## config.mk

```make
export PLATFORM = sky130hd
export DESIGN_NAME = mmc_cmd_engine
export DESIGN_NICKNAME = d
export VERILOG_FILES = /design/src/rtl/mmc_pkg.sv /design/src/rtl/mmc_crc7.sv /design/src/rtl/mmc_cmd_engine.sv
export SDC_FILE = /design/constraint.sdc
export NUM_CORES = 1
export LEC_CHECK = 0
export BUFFER_PORTS_ARGS = -buffer_cell sky130_fd_sc_hd__buf_2
export CORE_ASPECT_RATIO = 2
export CORE_MARGIN = 1.5
export CORE_UTILIZATION = 50
export CTS_BUF_LIST = sky130_fd_sc_hd__clkbuf_4 sky130_fd_sc_hd__clkbuf_8 sky130_fd_sc_hd__clkbuf_16
export DETAILED_ROUTE_END_ITERATION = 10
export PLACE_DENSITY = 0.85
export SETUP_SLACK_MARGIN = 0.1
export SLEW_MARGIN = 40
export SYNTH_ARGS = -nofsm -noshare
export SYNTH_HDL_FRONTEND = slang
export SYNTH_SLANG_ARGS = --single-unit
```

## constraint.sdc

```tcl
create_clock -name wb_clk_i -period 2.4 [get_ports wb_clk_i]
set_clock_uncertainty 0.15 [all_clocks]
set_input_delay 0.36 -clock wb_clk_i [delete_from_list [all_inputs] [get_ports wb_clk_i]]
set_output_delay 0.36 -clock wb_clk_i [all_outputs]
set_load 0.1 [all_outputs]
```

## src/rtl/mmc_pkg.sv

```systemverilog
// mmc_pkg: shared types and constants for the MMC command-line engine.
// Holds the response-type and FSM encodings, the CRC7 polynomial and
// frame lengths, plus the single-bit CRC7 step used by mmc_crc7.
package mmc_pkg;

  typedef enum logic [1:0] {
    RSP_NONE        = 2'd0,
    RSP_SHORT       = 2'd1,
    RSP_SHORT_NOCRC = 2'd2,
    RSP_LONG        = 2'd3
  } rsp_type_t;

  typedef enum logic [2:0] {
    ST_IDLE,
    ST_TX,
    ST_RELEASE,
    ST_WAIT_RSP,
    ST_RX,
    ST_GAP,
    ST_DONE
  } state_t;

  // x^7 + x^3 + 1 (the x^7 term is implicit)
  localparam logic [6:0] CRC7_POLY = 7'h09;

  localparam int CMD_FRAME_LEN  = 48;
  localparam int SHORT_RSP_LEN  = 48;
  localparam int LONG_RSP_LEN   = 136;
  // lowest frame bit covered by the CRC (bits 7:1 carry the CRC itself)
  localparam int CRC_LO_BIT     = 8;
  // highest long-response bit that enters the CRC
  localparam int LONG_CRC_HI    = 127;

  // advance a CRC7 by one message bit, MSB-first
  function automatic logic [6:0] crc7_next(input logic [6:0] crc, input logic din);
    logic fb;
    fb = din ^ crc[6];
    return {crc[5:0], 1'b0} ^ (fb ? CRC7_POLY : 7'h00);
  endfunction

endpackage

```

## src/rtl/mmc_crc7.sv

```systemverilog
// mmc_crc7: serial CRC7 accumulator with synchronous clear and bit enable.
module mmc_crc7 import mmc_pkg::*; (
  input  logic       clk,
  input  logic       rst_n,
  input  logic       clr,
  input  logic       en,
  input  logic       din,
  output logic [6:0] crc
);

  logic [6:0] crc_reg;

  // CRC register: clear has priority over accumulating a new bit
  always_ff @(posedge clk) begin
    if (!rst_n) begin
      crc_reg <= '0;
    end else if (clr) begin
      crc_reg <= '0;
    end else if (en) begin
      crc_reg <= crc7_next(crc_reg, din);
    end
  end

  assign crc = crc_reg;

endmodule

```

## src/rtl/mmc_cmd_engine.sv

```systemverilog
// mmc_cmd_engine: serialises a 48-bit MMC command onto the CMD line and
// captures the card response (none / short / short-no-CRC / long) with a
// start-bit timeout and optional response CRC7 checking.
// Optional feature macro: MMC_CMD_CRC_CHECK_EN builds the receive CRC7
// checker; without it crc_err stays 0.
module mmc_cmd_engine import mmc_pkg::*; #(
  parameter int RSP_TIMEOUT = 64,
  parameter int GAP_STROBES = 8
) (
  input  logic         wb_clk_i,
  input  logic         wb_rst_n_i,
  input  logic         mmc_clk_en,
  input  logic         start,
  input  logic [5:0]   cmd_idx,
  input  logic [31:0]  cmd_arg,
  input  logic [1:0]   rsp_type,
  output logic         busy,
  output logic         done,
  output logic         rsp_timeout,
  output logic         crc_err,
  output logic [127:0] rsp_data,
  output logic         mmc_cmd_o,
  output logic         mmc_cmd_oe,
  input  logic         mmc_cmd_i
);

  state_t       state_reg, state_next;
  logic [7:0]   cnt_reg, cnt_next;
  logic [39:0]  tx_shift_reg, tx_shift_next;
  rsp_type_t    type_reg, type_next;
  logic [127:0] rsp_data_reg, rsp_data_next;
  logic         timeout_reg, timeout_next;
  logic         crc_err_reg, crc_err_next;
  logic         cmd_o_reg, cmd_o_next;
  logic         cmd_oe_reg, cmd_oe_next;

  logic         accept;
  logic [6:0]   tx_crc;
  logic         tx_crc_en;
  logic [2:0]   crc_sel;
  logic         tx_bit;
  logic         crc_mismatch;

  assign accept    = (state_reg == ST_IDLE) && start;
  // the TX CRC covers frame bits 47:8, i.e. while the shift register is emitting
  assign tx_crc_en = (state_reg == ST_TX) && mmc_clk_en && (cnt_reg >= 8'(CRC_LO_BIT));

  mmc_crc7 u_tx_crc (
    .clk   (wb_clk_i),
    .rst_n (wb_rst_n_i),
    .clr   (accept),
    .en    (tx_crc_en),
    .din   (tx_shift_reg[39]),
    .crc   (tx_crc)
  );

  // frame positions 7..1 map onto CRC bits 6..0
  assign crc_sel = cnt_reg[2:0] - 3'd1;

  // select the frame bit for the current TX position (cnt_reg = bit index)
  always_comb begin
    tx_bit = 1'b1;
    if (cnt_reg >= 8'(CRC_LO_BIT)) begin
      tx_bit = tx_shift_reg[39];
    end else if (cnt_reg != 8'd0) begin
      tx_bit = tx_crc[crc_sel];
    end
  end

`ifdef MMC_CMD_CRC_CHECK_EN
  logic [6:0] rx_crc;
  logic       rx_crc_clr;
  logic       rx_crc_en;

  // the start bit is a 0, so clearing on it is the same as feeding it in
  assign rx_crc_clr = accept ||
                      ((state_reg == ST_WAIT_RSP) && mmc_clk_en && !mmc_cmd_i);
  // long responses skip their 8 header bits; short ones never exceed bit 46
  assign rx_crc_en  = (state_reg == ST_RX) && mmc_clk_en &&
                      (cnt_reg >= 8'(CRC_LO_BIT)) && (cnt_reg <= 8'(LONG_CRC_HI));

  mmc_crc7 u_rx_crc (
    .clk   (wb_clk_i),
    .rst_n (wb_rst_n_i),
    .clr   (rx_crc_clr),
    .en    (rx_crc_en),
    .din   (mmc_cmd_i),
    .crc   (rx_crc)
  );

  // checked on the end-bit strobe, when rsp_data[6:0] holds received bits 7:1
  assign crc_mismatch = (rx_crc != rsp_data_reg[6:0]) &&
                        ((type_reg == RSP_SHORT) || (type_reg == RSP_LONG));
`else
  assign crc_mismatch = 1'b0;
`endif

  // next-state and datapath updates; only strobe cycles advance the sequence
  always_comb begin
    state_next    = state_reg;
    cnt_next      = cnt_reg;
    tx_shift_next = tx_shift_reg;
    type_next     = type_reg;
    rsp_data_next = rsp_data_reg;
    timeout_next  = timeout_reg;
    crc_err_next  = crc_err_reg;
    cmd_o_next    = cmd_o_reg;
    cmd_oe_next   = cmd_oe_reg;

    case (state_reg)
      ST_IDLE: begin
        if (start) begin
          state_next    = ST_TX;
          cnt_next      = 8'(CMD_FRAME_LEN - 1);
          tx_shift_next = {2'b01, cmd_idx, cmd_arg};
          type_next     = rsp_type_t'(rsp_type);
          rsp_data_next = '0;
          timeout_next  = 1'b0;
          crc_err_next  = 1'b0;
        end
      end

      ST_TX: begin
        if (mmc_clk_en) begin
          cmd_o_next  = tx_bit;
          cmd_oe_next = 1'b1;
          if (cnt_reg >= 8'(CRC_LO_BIT)) begin
            tx_shift_next = {tx_shift_reg[38:0], 1'b0};
          end
          if (cnt_reg == 8'd0) begin
            state_next = ST_RELEASE;
          end else begin
            cnt_next = cnt_reg - 8'd1;
          end
        end
      end

      ST_RELEASE: begin
        if (mmc_clk_en) begin
          cmd_o_next  = 1'b1;
          cmd_oe_next = 1'b0;
          cnt_next    = 8'd0;
          state_next  = (type_reg == RSP_NONE) ? ST_GAP : ST_WAIT_RSP;
        end
      end

      ST_WAIT_RSP: begin
        if (mmc_clk_en) begin
          if (!mmc_cmd_i) begin
            state_next = ST_RX;
            cnt_next   = (type_reg == RSP_LONG) ? 8'(LONG_RSP_LEN - 2)
                                                : 8'(SHORT_RSP_LEN - 2);
          end else if (cnt_reg == 8'(RSP_TIMEOUT - 1)) begin
            timeout_next = 1'b1;
            state_next   = ST_GAP;
            cnt_next     = 8'd0;
          end else begin
            cnt_next = cnt_reg + 8'd1;
          end
        end
      end

      ST_RX: begin
        if (mmc_clk_en) begin
          rsp_data_next = {rsp_data_reg[126:0], mmc_cmd_i};
          if (cnt_reg == 8'd0) begin
            crc_err_next = crc_mismatch;
            state_next   = ST_GAP;
          end else begin
            cnt_next = cnt_reg - 8'd1;
          end
        end
      end

      ST_GAP: begin
        if (mmc_clk_en) begin
          if (cnt_reg == 8'(GAP_STROBES - 1)) begin
            state_next = ST_DONE;
          end else begin
            cnt_next = cnt_reg + 8'd1;
          end
        end
      end

      ST_DONE: begin
        state_next = ST_IDLE;
      end

      default: begin
        state_next = ST_IDLE;
      end
    endcase
  end

  // state and datapath registers with synchronous active-low reset
  always_ff @(posedge wb_clk_i) begin
    if (!wb_rst_n_i) begin
      state_reg    <= ST_IDLE;
      cnt_reg      <= '0;
      tx_shift_reg <= '0;
      type_reg     <= RSP_NONE;
      rsp_data_reg <= '0;
      timeout_reg  <= 1'b0;
      crc_err_reg  <= 1'b0;
      cmd_o_reg    <= 1'b1;
      cmd_oe_reg   <= 1'b0;
    end else begin
      state_reg    <= state_next;
      cnt_reg      <= cnt_next;
      tx_shift_reg <= tx_shift_next;
      type_reg     <= type_next;
      rsp_data_reg <= rsp_data_next;
      timeout_reg  <= timeout_next;
      crc_err_reg  <= crc_err_next;
      cmd_o_reg    <= cmd_o_next;
      cmd_oe_reg   <= cmd_oe_next;
    end
  end

  assign busy        = (state_reg != ST_IDLE);
  assign done        = (state_reg == ST_DONE);
  assign rsp_timeout = timeout_reg;
  assign crc_err     = crc_err_reg;
  assign rsp_data    = rsp_data_reg;
  assign mmc_cmd_o   = cmd_o_reg;
  assign mmc_cmd_oe  = cmd_oe_reg;

endmodule

```

Word-level counts from Yosys, hierarchy flattened
Cells that the tools add are included.
Widths: inputs -> output; s select.
{"block": "totals", "register_bits": 192, "input_bits": 45, "output_inout_bits": 134, "word_cells": 115}
{"block": "op_classes", "addsub": 3, "n_lt_le_gt_ge": 2, "eq_ne": 25, "mux": 49, "n_bitwise": 3, "n_reduce_logical": 23}
{"op": "$mux 128", "n": 2}
{"op": "$pmux 128 s2", "n": 1}
{"op": "$mux 40", "n": 3}
{"op": "$mux 8", "n": 10}
{"op": "$pmux 40 s2", "n": 1}
{"op": "$pmux 8 s5", "n": 1}
{"op": "$mux 3", "n": 12}
{"op": "$ne 2x2->1 const B", "n": 12}
{"op": "$pmux 3 s6", "n": 1}
{"op": "$mux 1", "n": 12}
{"op": "$reduce_and 10->1", "n": 1}
{"op": "$eq 3x3->1 const B", "n": 3}
{"op": "$add 8x1->8 const B", "n": 1}
{"op": "$eq 8x3->1 const B", "n": 1}
{"op": "$eq 8x6->1 const B", "n": 1}
{"op": "$ge 8x4->1 const B", "n": 1}
{"op": "$logic_not 8->1", "n": 1}
{"op": "$pmux 1 s2", "n": 4}
{"op": "$reduce_and 4->1", "n": 2}
{"op": "$reduce_and 8->1", "n": 1}
{"op": "$reduce_bool 2->1", "n": 4}
{"op": "$reduce_bool 8->1", "n": 1}
{"op": "$sub 8x1->8 const B", "n": 1}
{"op": "$xor 7x7->7", "n": 1}
{"op": "20 further kinds", "n": 27}

Logic depth before layout (Yosys ltp)
Gate-level depths: netlist of run 1.
{"block": "depth", "word_depth": 7, "mapped_depth": 9, "depth_no_buf": 8}

By module
A second synthesis of run 1 with hierarchy kept.
{"block": "hier_totals", "cells_unflattened": 1036, "area_unflattened_um2": 8166.6}
{"module": "mmc_cmd_engine", "instances": 1, "cells_per_inst": 1008, "area_per_inst_um2": 7880.1, "seq_area_each_um2": 3683.5}
{"module": "mmc_crc7", "instances": 1, "cells_per_inst": 28, "area_per_inst_um2": 286.5, "seq_area_each_um2": 140.1}

Least setup slack after synthesis of run 1
No wires, ideal clock.
{"block": "synth_timing", "path_type": "register to output", "start": "register state_reg[0]", "end": "output done", "t_arrival_ps": 1913, "t_required_ps": 1890, "setup_slack_ps": -23, "stages_incl_launch_ff": 4, "n_path_buf": 2, "cell_sequence": "dfxtp_1 -> buf_4 -> clkbuf_1 -> nor2_1"}
{"block": "synth_via", "elab_chain_cells": 1}
{"item": "start, declared", "line_no": "mmc_cmd_engine.sv:27", "text": "state_t state_reg, state_next;"}
{"item": "start signal, assigned", "line_no": "mmc_cmd_engine.sv:208", "text": "state_reg <= state_next;"}
{"item": "$eq 3x3->1", "line_no": "mmc_cmd_engine.sv:221", "text": "assign done = (state_reg == ST_DONE);"}
{"item": "end, declared", "line_no": "mmc_cmd_engine.sv:18", "text": "output logic done,"}
Every way passes these cells.

Worst setup path in the final report of run 1
{"block": "layout_timing", "start": "register state_reg[2]", "end": "register cnt_reg[0]"}
{"block": "layout_via", "elab_chain_cells": 4, "elab_cells_between_ends": 17, "classes_between": "eq/ne: 12; mux: 1; reduce/logical: 4"}
{"item": "$eq 3x1->1 or $eq 3x3->1 (tied branches)", "line_no": "mmc_cmd_engine.sv:110", "text": "case (state_reg)"}
{"item": "$reduce_or 2->1 (no line)"}
{"item": "$reduce_bool 5->1 (no line), or another cell as far along"}
{"item": "$reduce_and 8->1 (no line)"}
{"item": "end signal, assigned", "line_no": "mmc_cmd_engine.sv:209", "text": "cnt_reg <= cnt_next;"}
{"item": "end, declared", "line_no": "mmc_cmd_engine.sv:28", "text": "logic [7:0] cnt_reg, cnt_next;"}
Parallel ways exist; a longest one is shown, timed or not.
A chain may end at the register's enable or synchronous reset.

==> results.py, run 1 <==
metrics = {
    "grt": {
        "grt_pass1_wl_mm": 34.53,
        "grt_use_total_pct": 24.81,
        "grt_start_max_net_pins": 129,
        "overflow": 0,
        "grt_pass1_vias": 7328,
        "antenna_found_initial": 0,
    },
    "hold_path": {
        "hold_path_class": "input pin to register",
        "whs_path_depth": 3,
        "hp-start": "cmd_arg[16]",
    },
    "timing": {
        "holdWs_ns": 0.04027,
        "rsz0062_at_grt": "yes",
        "min_period_ns": 2.254,
        "finalCritPeriodShare_pct": 93.92,
        "slew_viol_final": 0,
        "setup-tns-final_ns": 0,
        "setup_violations": 0,
        "fmax_mhz": 443.6,
        "slew_headroom_pct": 61.97,
        "worst_slew_pin_slew_ns": 0.5652,
        "hold_violations": 0,
    },
    "final_layout": {
        "finalNetCount": 1221,
        "drive_gt1_share_pct": 23.27,
        "final_cells": 1390,
        "n_antenna_cell": 0,
        "area_growth_pct": 21.99,
        "largest_reg_flops": 128,
    },
    "worst_setup_path": {
        "start_kind": "register",
        "arrival_ns": 2.42,
        "regToRegStartpoint": "state_reg[2]",
        "critical_path_class": "register to register",
        "crit_fanout": 16,
        "cp.depth": 7,
        "worstSetupEndpointType": "register",
        "cpMaxStageDelayCell": "dfxtp_1",
        "cpPeakStageDelay_ns": 0.50,
        "r2r_cells": 7,
        "cp.required_ns": 2.56,
        "cpLargestDelayFamily": "simple AND/OR/NAND/NOR gates",
        "cp_cell_sequence": "nand2b_1 -> a21oi_2 -> or3_4 -> a211oi_4 -> buf_4 -> o2111ai_1 -> o211a_1",
        "crit_buf_inv": 1,
        "startpoint": "state_reg[2]",
    },
    "clock_network": {
        "clk_latency_ns": 0.43,
        "h-tree-depth": 4,
        "cts_setup_buffers": 0,
        "path_clk_slew_ns": 0.07,
        "clock-sinks": 191,
        "root_buffer": "clkbuf_16",
        "cts_tree": "yes",
        "cts.path.max_buffers": 2,
        "cts_inserted_buffers": 17,
    },
    "yosys": {
        "syn_avg_cell_area_sq_um": 7.971,
        "synth-seq-area-share_pct": 46.57,
        "syn-num-nets": 1078,
        "synth_area_sq_um": 8210,
        "synthSimpleGateAreaFrac_pct": 25.86,
        "synth_cells": 1030,
        "async_flop_share_pct": 0,
        "synthXorXnorAreaFrac_pct": 0.6400,
        "dominantRegCellSynth": "dfxtp_1",
        "ys.warnings.count": 0,
        "synth.area.mux_share_pct": 0.4115,
        "synth_cell_types": 64,
        "synth_compound_area_share_pct": 20.68,
        "synth-edff-count": 0,
        "yosys.area_share.adder_pct": 0.4572,
        "synth-seq-cells": 191,
        "synth_top_family_by_area": "simple AND/OR/NAND/NOR gates",
    },
    "power": {
        "switching_share_pct": 38.72,
        "p_leak_uw": 0.004001,
        "clkPwrFrac_pct": 26.8,
        "intPower_uw": 6590,
        "power_density_nw_per_um2": 1074,
        "ir_worst_vdd_mv": 0.8472,
        "p_comb_share_pct": 37.1,
        "p_seq_share_pct": 36.1,
        "p_sw_uw": 4164,
    },
    "die": {
        "die_h_um": 184.2,
        "start_util_pct": 50.73,
        "die_w_um": 93.61,
        "rows": 66,
        "pin_count": 179,
        "die_area_sq_um": 17240,
        "core_area_sq_um": 16190,
    },
    "routing": {
        "wl_per_cell_um": 15.62,
        "ant_nets": 0,
        "vias": 7907,
        "initialDrtViolationCount": 376,
        "via_per_inst": 5.688,
        "drc": 0,
        "first_pass_iters": 4,
        "drt_wl_total_mm": 21.72,
    },
    "status": {
        "outcome": "finished, final reports clean",
    },
    "run": {
        "maxCapViolCount": 0,
    },
    "place": {
        "portBuffers": 177,
        "place_hpwl_mm": 14.94,
        "place_congestion": 0.9164,
        "dpl.cell_count": 1357,
    },
}
==> layer usage <==
metal	vias to the layer above	share of wire (%)	GRT usage [%]
met2	264	54	44.93
met5	-	0	0
met4	0	5.3	14.51
li1	3838	-	-
met1	3730	36	25.40
met3	75	4.7	5.693
==> stage by stage <==
stage,util [%],setup slack (ns),power [uW],area [sq um]
floorplan,-,0.2486,6650,8213
global placement,57.83,0.2200,7694,9360
detailed placement,57.83,0.1790,7756,9360
CTS,61.54,0.1583,10630,9961
global route,61.88,0.07895,11350,10020
finish,61.88,0.1459,10750,10020
==> cell usage in the layout, fill, tap and decap left out, drive strengths merged, types with 9 or more instances in the layout <==
master / instances
a21boi: 77
a21oi: 76
a311oi: 37
buf: 217
clkbuf: 20
dfxtp: 191
inv: 15
nand2: 249
nand2b: 9
nand3: 134
nor2: 53
o21ai: 16
==> kinds of logic after synthesis <==
group	Yosys count
compound gates	243
xor+xnor	6
fa+ha+maj	3
buf+inv	102
flops	191
mux	2
other cells	1
simple gates	482
==> cell type report <==
class                   instances  area [sq um]
fillers                      1412          6170
multi-input cells             737          4005
flip-flops and latches        191          3827
repair buffers                218          1301
clock buffers                  19         446.7
well taps                     204         255.2
clock inverters                13         150.1
inverters                       8         30.03
==> final timing paths <==
check	to	slack [ns]
worst max-delay path	cnt_reg[0]	0.15
worst min register to register	rsp_data[28]	0.31
worst max register to register	cnt_reg[0]	0.15
worst min-delay path	tx_shift_reg[16]	0.04
==> power groups by stage <==
stage          sequential, uW  combinational [uW]  clock (uW)
2_1_floorplan            3890                2760           0
3_3_place_gp             3920                3770           0
3_5_place_dp             3940                3820           0
4_1_cts                  3870                3830        2930
5_1_grt                  3940                4330        3070
6_report                 3890                3990        2880
==> repair_timing <==
item	4_1_cts	5_1_grt
gates cloned	0	1
setup endpoints to repair	2	80
pin swaps	0	0
gates resized for setup	2	8
hold buffers	0	0
hold endpoints to repair	0	0
==> tightest hold or removal path: cells and delay by family <==
kind            cells  cell delay, ns
buf+inv             1            0.09
simple gates        1            0.04
compound gates      1            0.08
==> Yosys cell counts (2+ instances only) <==
| master | number | area (sq um) |
|---|---|---|
| o211a_1 | 2 | 20.02 |
| ha_1 | 3 | 37.54 |
| nor3b_1 | 3 | 22.52 |
| and4_1 | 2 | 17.52 |
| o21a_1 | 2 | 15.01 |
| nand2b_1 | 9 | 56.30 |
| a21o_1 | 2 | 15.01 |
| buf_2 | 26 | 130.1 |
| and3b_1 | 3 | 26.28 |
| a21boi_0 | 77 | 578.1 |
| buf_6 | 2 | 22.52 |
| o22ai_1 | 3 | 18.77 |
| dfxtp_1 | 191 | 3824 |
| and3_1 | 4 | 25.02 |
| a21oi_1 | 74 | 370.4 |
| and2_1 | 5 | 31.28 |
| nand2_1 | 249 | 934.7 |
| o21ai_0 | 16 | 80.08 |
| o31ai_1 | 2 | 15.01 |
| o211ai_1 | 2 | 15.01 |
| clkbuf_1 | 63 | 236.5 |
| nor3_1 | 4 | 20.02 |
| a311oi_1 | 37 | 324.1 |
| a22oi_1 | 2 | 15.01 |
| nor4_1 | 3 | 18.77 |
| nor2_1 | 53 | 198.9 |
| buf_4 | 2 | 15.01 |
| nand3_1 | 134 | 670.6 |
| xor2_1 | 5 | 43.79 |
| a221oi_1 | 3 | 26.28 |
| a31oi_1 | 4 | 25.02 |
| or3_1 | 3 | 18.77 |
| inv_1 | 8 | 30.03 |
| or2_2 | 2 | 12.51 |
Power figures use the tool's default switching activity.
==> inputs of run 2 (changes only) <==
--- a/config.mk
+++ b/config.mk
@@ -16,4 +16,5 @@
 export SLEW_MARGIN = 40
 export SYNTH_ARGS = -nofsm -noshare
 export SYNTH_HDL_FRONTEND = slang
+export SYNTH_HIERARCHICAL = 1
 export SYNTH_SLANG_ARGS = --single-unit
==> results.py, run 2 <==
metrics = {
    "yosys": {
        "yosysTopAreaCell": "dfxtp_1",
        "synthTopCellsByArea": "dfxtp_1, nand2_1, a21oi_1",
        "synth_cell_types": 67,
        "async_flop_share_pct": 0,
        "synth-seq-cells": 191,
        "dominantRegCellSynth": "dfxtp_1",
        "synth-edff-count": 0,
        "syn_avg_cell_area_sq_um": 7.883,
        "synth_cells": 1036,
        "synthTopCellsByCount": "nand2_1, dfxtp_1, a21oi_1",
        "synth-seq-area-share_pct": 46.82,
        "synth_area_sq_um": 8167,
        "yosysTopAreaCellShare_pct": 46.82,
        "ys.warnings.count": 6,
        "yosys.cell_count.top_type": "nand2_1",
        "syn-num-nets": 1084,
    },
    "grt": {
        "met2_usage_pct": 37.71,
        "busiest_layer": "met2",
        "overflow": 0,
        "grt_pass1_vias": 6994,
        "antenna_found_initial": 0,
        "grt_use_total_pct": 23.45,
        "grt_use_met3_pct": 6.989,
        "grt_util_met1_pct": 29.87,
        "grt_pass1_wl_mm": 33.04,
        "grt_start_max_net_pins": 76,
    },
    "final_layout": {
        "largest_reg_flops": 128,
        "finalNetCount": 1216,
        "final_common_cell": "nand2_1",
        "fillCellCount": 1428,
        "final_cells": 1385,
        "seq_area_sq_um": 3830,
        "n_antenna_cell": 0,
        "multi_input_area_sq_um": 3900,
        "drive_gt1_share_pct": 23.37,
        "final_core_util_pct": 61.76,
        "area_growth_pct": 21.79,
        "final_cell_mix": "nand2_1, dfxtp_1, buf_2",
    },
    "timing": {
        "slew_headroom_pct": 58.84,
        "setup_violations": 0,
        "finalCritPeriodShare_pct": 90.79,
        "holdWs_ns": 0.02370,
        "worst_slew_pin_slew_ns": 0.6173,
        "slew_viol_final": 0,
        "rsz0062_at_grt": "yes",
        "setup-tns-final_ns": 0,
        "hold_violations": 0,
        "fmax_mhz": 458.9,
        "min_period_ns": 2.179,
    },
    "routing": {
        "first_pass_iters": 5,
        "vias": 7805,
        "initialDrtViolationCount": 376,
        "drc": 0,
        "drt_wl_total_mm": 20.57,
        "wl_per_cell_um": 14.85,
        "ant_nets": 0,
        "via_per_inst": 5.635,
    },
    "clock_network": {
        "cts.path.max_buffers": 2,
        "root_buffer": "clkbuf_16",
        "clock-sinks": 191,
        "path_clk_slew_ns": 0.07,
        "clk_latency_ns": 0.43,
        "h-tree-depth": 4,
        "cts_tree": "yes",
        "cts_inserted_buffers": 17,
        "cts_setup_buffers": 0,
    },
    "die": {
        "die_w_um": 93.37,
        "core_area_sq_um": 16100,
        "pin_count": 179,
        "rows": 66,
        "die_area_sq_um": 17160,
        "die_h_um": 183.7,
        "start_util_pct": 50.71,
    },
    "run": {
        "maxCapViolCount": 0,
    },
    "power": {
        "ir_worst_vdd_mv": 0.7352,
        "p_leak_uw": 0.003889,
        "power_density_nw_per_um2": 1062,
        "power_uw": 10560,
    },
    "worst_setup_path": {
        "cpLargestDelayFamily": "compound AO/OA/AOI/OAI gates",
        "arrival_ns": 2.38,
        "cp.required_ns": 2.60,
        "crit_buf_inv": 1,
        "crit_fanout": 13,
        "cpPeakStageDelay_ns": 0.52,
        "cpMaxStageDelayCell": "or4_1",
        "critical_path_class": "register to register",
        "start_kind": "register",
        "cp_cell_sequence": "or4_1 -> o211a_1 -> a221o_1 -> buf_4 -> o21ai_1 -> nand2_1 -> a21oi_1",
        "worstSetupEndpointType": "register",
    },
    "status": {
        "outcome": "finished, final reports clean",
    },
    "place": {
        "place_hpwl_mm": 13.74,
        "portBuffers": 177,
        "place_congestion": 0.8849,
        "dpl.cell_count": 1352,
    },
    "hold_path": {
        "hold_path_class": "input pin to register",
    },
}
## run 2: cell types whose count changed after synthesis, sizes merged, moves of 5 or more
cell / delta
clkbuf: -8
buf: +13
mux2i: +10
nor3: +7
a21boi: -76
a21oi: +79
nand2: -20
o32ai: +5
nor2: +13
## run 2: worst paths after layout
path / endpoint / cells past startpoint / from / slack (ns)
setup reg to reg: cnt_reg[4] / 7 / state_reg[0] / 0.22
hold / removal: type_reg[0] / 3 / rsp_type[0] / 0.02
hold reg to reg: rsp_data[127] / 2 / rsp_data[127] / 0.30
setup / recovery: cnt_reg[4] / 7 / state_reg[0] / 0.22
## run 2: worst min-delay path: stages
cell and delay [ns]:
buf_2 0.08, mux2i_1 0.06, nor2_1 0.07
## run 2: cell type report
cell class                 instances  share of cell area (%)
tap                              204                   2.566
clock inverter                    15                   1.900
inverter                           9                  0.3648
clock buffer                      17                   4.277
sequential                       191                   38.51
multi-input combinational        737                   39.21
timing repair buffer             212                   13.17
## run 2: cell families after synthesis
family          synth area share (%)
mux                            1.639
buf+inv                        6.021
flops                          46.82
simple gates                   25.98
other cells                  0.04592
compound gates                 18.39
fa+ha+maj                     0.4597
xor+xnor                      0.6435
## run 2: where the power goes
part	switching, uW	total [uW]	internal, uW
Sequential	343	3930	3590
Combinational	2460	3790	1330
Clock	1420	2850	1420
Total	4230	10600	6330
## run 2: per-stage QoR
stage                     setup WS, ns  cell area (sq um)
final                           0.2210               9946
after global routing           0.08795               9946
after CTS                       0.1262               9923
after detailed placement        0.1159               9296
after global placement          0.1263               9296
after floorplan                0.07643               8170
## run 2: routing by layer
layer / wire length (um) / up-vias
met3: 1661 / 22
met4: 234 / 0
met2: 9977 / 286
met5: 0 / -
met1: 8698 / 3648
li1: - / 3849
## run 2: what timing repair did
action,4_1_cts,5_1_grt
pin swaps,0,1
gates resized for setup,2,9
gates cloned,0,0
setup endpoints to repair,5,103
hold buffers,1,0
hold endpoints to repair,1,0
